===== src/rtl/rv_structs.sv =====
// Shared types and constants for the RV memory stage.
// Holds the memory-stage FSM state type, the funct3 access-size
// encodings, and a helper that detects misaligned accesses.
package rv_structs;

  typedef enum logic [0:0] {
    IDLE   = 1'b0,
    ACCESS = 1'b1
  } mem_state_t;

  // funct3 encodings for loads/stores (stores use the B/H/W codes)
  localparam logic [2:0] F3_B  = 3'b000;
  localparam logic [2:0] F3_H  = 3'b001;
  localparam logic [2:0] F3_W  = 3'b010;
  localparam logic [2:0] F3_BU = 3'b100;
  localparam logic [2:0] F3_HU = 3'b101;

  // Halfwords must sit on even addresses, words on multiples of four.
  function automatic logic is_misaligned(input logic [2:0] funct3, input logic [1:0] addr_lo);
    logic res;
    case (funct3[1:0])
      2'b01:   res = addr_lo[0];
      2'b10:   res = (addr_lo != 2'b00);
      default: res = 1'b0;
    endcase
    return res;
  endfunction

endpackage


===== src/rtl/rv_load_align.sv =====
// Load data lane extraction and sign/zero extension.
// Byte lane is selected by addr[1:0], halfword lane by addr[1].
module rv_load_align
  import rv_structs::*;
(
  input  logic [31:0] i_rdata,
  input  logic [1:0]  i_addr_lo,
  input  logic [2:0]  i_funct3,
  output logic [31:0] o_data
);

  logic [7:0]  w_byte;
  logic [15:0] w_half;

  // Pick the addressed byte and halfword out of the bus word
  always_comb begin
    w_byte = 8'h00;
    w_half = 16'h0000;
    case (i_addr_lo)
      2'b00:   w_byte = i_rdata[7:0];
      2'b01:   w_byte = i_rdata[15:8];
      2'b10:   w_byte = i_rdata[23:16];
      2'b11:   w_byte = i_rdata[31:24];
      default: w_byte = 8'h00;
    endcase
    if (i_addr_lo[1]) begin
      w_half = i_rdata[31:16];
    end else begin
      w_half = i_rdata[15:0];
    end
  end

  // Extend the selected lane according to the access size/sign
  always_comb begin
    o_data = 32'h0000_0000;
    case (i_funct3)
      F3_B:    o_data = {{24{w_byte[7]}}, w_byte};
      F3_H:    o_data = {{16{w_half[15]}}, w_half};
      F3_W:    o_data = i_rdata;
      F3_BU:   o_data = {24'h00_0000, w_byte};
      F3_HU:   o_data = {16'h0000, w_half};
      default: o_data = i_rdata;
    endcase
  end

endmodule


===== src/rtl/rv_mem_stage.sv =====
// RV pipeline memory stage: registers one instruction from the ALU,
// runs a data-bus access for loads/stores, and presents writeback.
// Optional build macro RV_MISALIGN_TRAP_EN turns misaligned halfword/word
// accesses into single-cycle traps and adds the o_misalign output.
module rv_mem_stage
  import rv_structs::*;
#(
  parameter int unsigned IADDR_SPACE_BITS = 32
) (
  input  logic                        i_clk,
  input  logic                        i_reset_n,
  input  logic                        i_flush,
  input  logic                        i_valid,
  input  logic [31:0]                 i_result,
  input  logic [31:0]                 i_add,
  input  logic                        i_load,
  input  logic                        i_store,
  input  logic                        i_reg_write,
  input  logic [4:0]                  i_rd,
  input  logic [31:0]                 i_wdata,
  input  logic [3:0]                  i_wsel,
  input  logic [2:0]                  i_funct3,
  input  logic                        i_to_trap,
  input  logic [IADDR_SPACE_BITS-1:0] i_pc,
  input  logic                        i_dbus_ack,
  input  logic [31:0]                 i_dbus_rdata,
  output logic                        o_dbus_req,
  output logic                        o_dbus_we,
  output logic [31:0]                 o_dbus_addr,
  output logic [31:0]                 o_dbus_wdata,
  output logic [3:0]                  o_dbus_wsel,
  output logic                        o_wb_valid,
  output logic                        o_reg_write,
  output logic [4:0]                  o_rd,
  output logic [31:0]                 o_wb_data,
  output logic [IADDR_SPACE_BITS-1:0] o_pc,
  output logic                        o_to_trap,
  output logic                        o_ready
`ifdef RV_MISALIGN_TRAP_EN
  ,
  output logic                        o_misalign
`endif
);

  mem_state_t                  r_state;
  mem_state_t                  w_state_next;
  logic                        r_dbus_req;
  logic                        r_dbus_we;
  logic [31:0]                 r_dbus_addr;
  logic [31:0]                 r_dbus_wdata;
  logic [3:0]                  r_dbus_wsel;
  logic                        r_wb_valid;
  logic                        r_reg_write;
  logic [4:0]                  r_rd;
  logic [31:0]                 r_wb_data;
  logic [IADDR_SPACE_BITS-1:0] r_pc;
  logic                        r_to_trap;
  logic [2:0]                  r_funct3;
  logic [1:0]                  r_addr_lo;
  logic                        r_flush_pend;

  logic        w_accept;
  logic        w_misalign;
  logic        w_is_mem;
  logic [31:0] w_load_data;

  assign w_accept = i_valid & (r_state == IDLE) & ~i_flush;

`ifdef RV_MISALIGN_TRAP_EN
  assign w_misalign = (i_load | i_store) & is_misaligned(i_funct3, i_add[1:0]);
`else
  assign w_misalign = 1'b0;
`endif

  // Trapping or misaligned instructions never reach the bus
  assign w_is_mem = (i_load | i_store) & ~i_to_trap & ~w_misalign;

  rv_load_align u_load_align (
    .i_rdata   (i_dbus_rdata),
    .i_addr_lo (r_addr_lo),
    .i_funct3  (r_funct3),
    .o_data    (w_load_data)
  );

  // FSM state register
  always_ff @(posedge i_clk) begin
    if (!i_reset_n) begin
      r_state <= IDLE;
    end else begin
      r_state <= w_state_next;
    end
  end

  // FSM next state: enter ACCESS on an accepted memory op, leave on ack
  always_comb begin
    w_state_next = r_state;
    case (r_state)
      IDLE: begin
        if (w_accept && w_is_mem) begin
          w_state_next = ACCESS;
        end else begin
          w_state_next = IDLE;
        end
      end
      ACCESS: begin
        if (i_dbus_ack) begin
          w_state_next = IDLE;
        end else begin
          w_state_next = ACCESS;
        end
      end
      default: w_state_next = IDLE;
    endcase
  end

  // Datapath: capture accepted instruction, drive bus, produce writeback
  always_ff @(posedge i_clk) begin
    if (!i_reset_n) begin
      r_dbus_req   <= 1'b0;
      r_dbus_we    <= 1'b0;
      r_dbus_addr  <= 32'h0000_0000;
      r_dbus_wdata <= 32'h0000_0000;
      r_dbus_wsel  <= 4'h0;
      r_wb_valid   <= 1'b0;
      r_reg_write  <= 1'b0;
      r_rd         <= 5'd0;
      r_wb_data    <= 32'h0000_0000;
      r_pc         <= '0;
      r_to_trap    <= 1'b0;
      r_funct3     <= 3'b000;
      r_addr_lo    <= 2'b00;
      r_flush_pend <= 1'b0;
    end else begin
      r_wb_valid <= 1'b0;
      case (r_state)
        IDLE: begin
          if (w_accept) begin
            r_rd      <= i_rd;
            r_pc      <= i_pc;
            r_to_trap <= i_to_trap | w_misalign;
            if (w_is_mem) begin
              r_dbus_req   <= 1'b1;
              r_dbus_we    <= i_store;
              r_dbus_addr  <= {i_add[31:2], 2'b00};
              r_dbus_wdata <= i_wdata;
              r_dbus_wsel  <= i_wsel;
              r_reg_write  <= i_reg_write & ~i_store;
              r_funct3     <= i_funct3;
              r_addr_lo    <= i_add[1:0];
              r_flush_pend <= 1'b0;
            end else begin
              r_wb_valid  <= 1'b1;
              r_wb_data   <= i_result;
              r_reg_write <= i_reg_write & ~w_misalign;
            end
          end
        end
        ACCESS: begin
          if (i_flush) begin
            r_flush_pend <= 1'b1;
          end
          if (i_dbus_ack) begin
            r_dbus_req   <= 1'b0;
            r_dbus_we    <= 1'b0;
            r_wb_valid   <= ~(r_flush_pend | i_flush);
            r_flush_pend <= 1'b0;
            if (!r_dbus_we) begin
              r_wb_data <= w_load_data;
            end
          end
        end
        default: r_dbus_req <= 1'b0;
      endcase
    end
  end

`ifdef RV_MISALIGN_TRAP_EN
  logic r_misalign;

  // Misalignment flag, presented alongside its writeback pulse
  always_ff @(posedge i_clk) begin
    if (!i_reset_n) begin
      r_misalign <= 1'b0;
    end else if (r_state == IDLE) begin
      r_misalign <= w_accept & w_misalign;
    end else begin
      r_misalign <= 1'b0;
    end
  end

  assign o_misalign = r_misalign;
`endif

  assign o_ready      = (r_state == IDLE);
  assign o_dbus_req   = r_dbus_req;
  assign o_dbus_we    = r_dbus_we;
  assign o_dbus_addr  = r_dbus_addr;
  assign o_dbus_wdata = r_dbus_wdata;
  assign o_dbus_wsel  = r_dbus_wsel;
  assign o_wb_valid   = r_wb_valid;
  assign o_reg_write  = r_reg_write;
  assign o_rd         = r_rd;
  assign o_wb_data    = r_wb_data;
  assign o_pc         = r_pc;
  assign o_to_trap    = r_to_trap;

endmodule


===== config.mk =====
export PLATFORM = sky130hd
export DESIGN_NAME = rv_mem_stage
export DESIGN_NICKNAME = d
export VERILOG_FILES = /design/src/rtl/rv_structs.sv /design/src/rtl/rv_load_align.sv /design/src/rtl/rv_mem_stage.sv
export SDC_FILE = /design/constraint.sdc
export NUM_CORES = 1
export LEC_CHECK = 0
export BUFFER_PORTS_ARGS = -buffer_cell sky130_fd_sc_hd__buf_2
export CORE_UTILIZATION = 35
export CTS_CLUSTER_SIZE = 20
export DETAILED_ROUTE_END_ITERATION = 6
export PLACE_DENSITY_LB_ADDON = 0.25
export SKIP_LAST_GASP = 1
export SLEW_MARGIN = 20
export SYNTH_ARGS = -nofsm -noshare
export SYNTH_HDL_FRONTEND = slang
export SYNTH_SLANG_ARGS = --single-unit
export TNS_END_PERCENT = 5

===== constraint.sdc =====
create_clock -name i_clk -period 1.5 [get_ports i_clk]
set_input_delay 0.15 -clock i_clk [delete_from_list [all_inputs] [get_ports i_clk]]
set_output_delay 0.15 -clock i_clk [all_outputs]
set_load 0.01 [all_outputs]

==> impl_metrics.json <==
{
  "drv_cap": 0,
  "drc": 0,
  "cts_tree": "done",
  "cp-end-kind": "register",
  "synth_edf_count": 0,
  "async_flop_share_pct": 0,
  "die_h_um": 135,
  "rsz0062_at_grt": "yes",
  "finalWorstSetupSlack_ns": -0.0706,
  "r2r_start": "r_funct3[1]",
  "die_area_mm2": 0.0183,
  "hp-class": "input pin to register",
  "critPathRequiredTime_ns": 1.81,
  "power_frac_comb_pct": 14.8,
  "fin_area_mm2": 0.0104,
  "power_density_mw_per_mm2": 969,
  "crit_fanout": 13,
  "cp.buffers_inverters": 1,
  "p_sw_w": 0.00254,
  "dr.pass1.iters": 5,
  "portBuffers": 321,
  "p_int_w": 0.00752,
  "drive_gt1_share_pct": 37.0,
  "synth.yosys.seq_area_share_pct": 47.2,
  "ir_drop_mv": 0.912,
  "post-dp-hpwl_um": 14700,
  "finalSetupViolCount": 33,
  "nets": 1426,
  "dieWidth_um": 135,
  "min_to": "o_dbus_addr[27]",
  "drt_wl_total_um": 22700,
  "switching_share_pct": 25.3,
  "core_mm2": 0.0174,
  "fillers": 1517,
  "rrSetupSlack_ns": -0.07,
  "p_seq_share_pct": 41.2,
  "grt_overflow": 0,
  "drt-vias-per-instance": 4.89,
  "finalSetupTns_ns": -1.57,
  "placementRows": 48,
  "leakagePower_nw": 4.59,
  "drt_iter0_markers": 261,
  "post-route-util_pct": 59.8,
  "synthCells": 791,
  "r2r_cells": 5,
  "clkTransAtPathRegs_ns": 0.06,
  "numCtsBuffers": 17,
  "yosys_warnings": 0,
  "slowest_stage": "dfxtp_2",
  "drv_slew": 0,
  "grt_pass1_wl_um": 35000,
  "skew_ns": 0.00883,
  "path_cells": "bufbuf_16, and3b_1, o21ai_0, o211ai_1, a32o_1",
  "grtUsageTotal_pct": 24.6,
  "grt_pass1_vias": 7093,
  "final_cell_mix": "buf_2, nand2_1, dfxtp_1",
  "initial_utilization_pct": 35.9,
  "gp_congestion": 0.859,
  "hold_start": "i_add[27]",
  "ys_ff_latch": 147,
  "pwr-share-clk_pct": 44.0,
  "antenna_found_initial": 2,
  "path_delay_family": "compound AO/OA/AOI/OAI gates",
  "status": "finished with violations",
  "syn_area_mm2": 0.00623,
  "finalCritPeriodShare_pct": 105,
  "cts_root_buf": "clkbuf_16",
  "place_area_mm2": 0.00839,
  "worstSetupPathType": "register to register",
  "finalCriticalPeriod_ns": 1.57,
  "detail_route.wl_per_cell_um": 15.3,
  "ys_types": 46,
  "crit_path_start_kind": "register",
  "whs_ns": 0.0137,
  "cts_buffer_depth": 2,
  "final-instance-count-excl-fill": 1485,
  "hold_viol": 0,
  "violations": "negative setup slack",
  "worstPathArrival_ns": 1.88,
  "slowest_delay_ns": 0.37,
  "drtAntennaViolNets": 0,
  "placedCellCount": 1326,
  "num_io_pins": 324,
  "grt_max_degree": 67,
  "via_count": 7266,
  "synth_ff_type": "dfxtp_1",
  "final_common_cell": "buf_2",
  "cts.htree.levels": 4,
  "r2r-end": "o_wb_data[9]",
  "syn_area_per_cell_um2": 7.87,
  "fmax_mhz": 637,
  "clock-sinks": 147,
  "clk_latency_ns": 0.42,
  "hold_depth": 3,
  "syn_to_final_growth_pct": 66.7
}
## per-layer routing
metal / GRT usage, % / part of all wire [%] / vias up
met2: 41.2 / 49 / 293
met4: 11.9 / 2.8 / 0
met1: 28.4 / 41 / 3304
li1: - / - / 3621
met5: 0 / 0 / -
met3: 7.44 / 7.4 / 48
## tightest hold or removal path: stages
cell and delay [ns]:
buf_2 0.10, nand2_1 0.07, a21oi_1 0.06
## power by group through the flow
stage / clock network (W) / logic [W] / registers, W
2_1_floorplan: 0 / 0.000490 / 0.00430
3_3_place_gp: 0 / 0.00119 / 0.00422
3_5_place_dp: 0 / 0.00119 / 0.00423
4_1_cts: 0.00454 / 0.00147 / 0.00414
5_1_grt: 0.00470 / 0.00162 / 0.00416
6_report: 0.00443 / 0.00149 / 0.00414
## synthesized netlist by cell type, drive strengths merged (2+ instances only)
| cell | number | share of area [%] |
|---|---|---|
| o21ai | 55 | 4.5 |
| inv | 5 | 0.30 |
| buf | 20 | 1.9 |
| dfxtp | 147 | 47 |
| nand2b | 3 | 0.30 |
| nand2 | 258 | 16 |
| nor2b | 10 | 1.0 |
| a21oi | 138 | 11 |
| mux2 | 2 | 0.36 |
| a31oi | 3 | 0.40 |
| a32o | 8 | 1.3 |
| a211oi | 7 | 0.84 |
| o211ai | 7 | 0.84 |
| a211o | 7 | 0.98 |
| a221o | 2 | 0.32 |
| a221oi | 16 | 3.4 |
| and3b | 16 | 2.2 |
| nor3 | 2 | 0.16 |
| nor2 | 15 | 0.94 |
| or4b | 7 | 1.1 |
| clkbuf | 47 | 2.9 |
## registers in the layout, indices dropped and copies added (netlist names)
name          cells
o_dbus_wdata     32
o_rd              5
o_dbus_req        1
o_to_trap         1
o_dbus_wsel       4
r_funct3          3
o_wb_valid        1
r_state           1
o_dbus_we         1
r_flush_pend      1
o_pc             32
r_addr_lo         2
o_wb_data        32
o_dbus_addr      30
o_reg_write       1
## per-stage QoR
stage,total power [W],worst slack (ns)
detailed placement,0.00542,-0.246
floorplan,0.00479,-0.0429
global placement,0.00541,-0.209
finish,0.0101,-0.0706
CTS,0.0101,-0.0574
global route,0.0105,-0.140
## cells by family after synthesis
family / after synthesis / share of synthesized area (%)
DFF: 147 / 47.2
and+or+nand+nor: 319 / 22.4
muxes: 3 / 0.522
AOI/OAI and AO/OA: 249 / 24.7
other: 1 / 0.0602
buffers and inverters: 72 / 5.06
## how the worst max path moves through the flow
stage | startpoint | to | slack (ns) | cells after the start
floorplan | r_funct3[1] | o_wb_data[26] | -0.04 | 7
global placement | r_addr_lo[0] | o_wb_data[17] | -0.21 | 4
detailed placement | r_addr_lo[0] | o_wb_data[20] | -0.25 | 4
CTS | r_funct3[0] | o_wb_data[0] | -0.06 | 5
global route | r_funct3[1] | o_wb_data[21] | -0.14 | 6
finish | r_funct3[1] | o_wb_data[9] | -0.07 | 5
## timing repair
item,4_1_cts,5_1_grt
setup buffers,5,2
endpoints found under the setup margin,52,59
hold buffers,114,0
endpoints found under the hold margin,114,0
pin swaps,5,2
gates resized for setup,25,7
gates cloned,3,1
## area by class of cell
class                      count  area [um2]  share of cell area (%)
multi-input combinational    574        3070                    29.6
sequential                   147        2950                    28.4
clock inverter                13         174                    1.67
tap                          225         282                    2.71
antenna                        2        5.00                  0.0482
inverter                       5        21.3                   0.205
timing repair buffer         500        3440                    33.1
clock buffer                  19         443                    4.27
No activity file was read; power rests on OpenSTA's default activity.
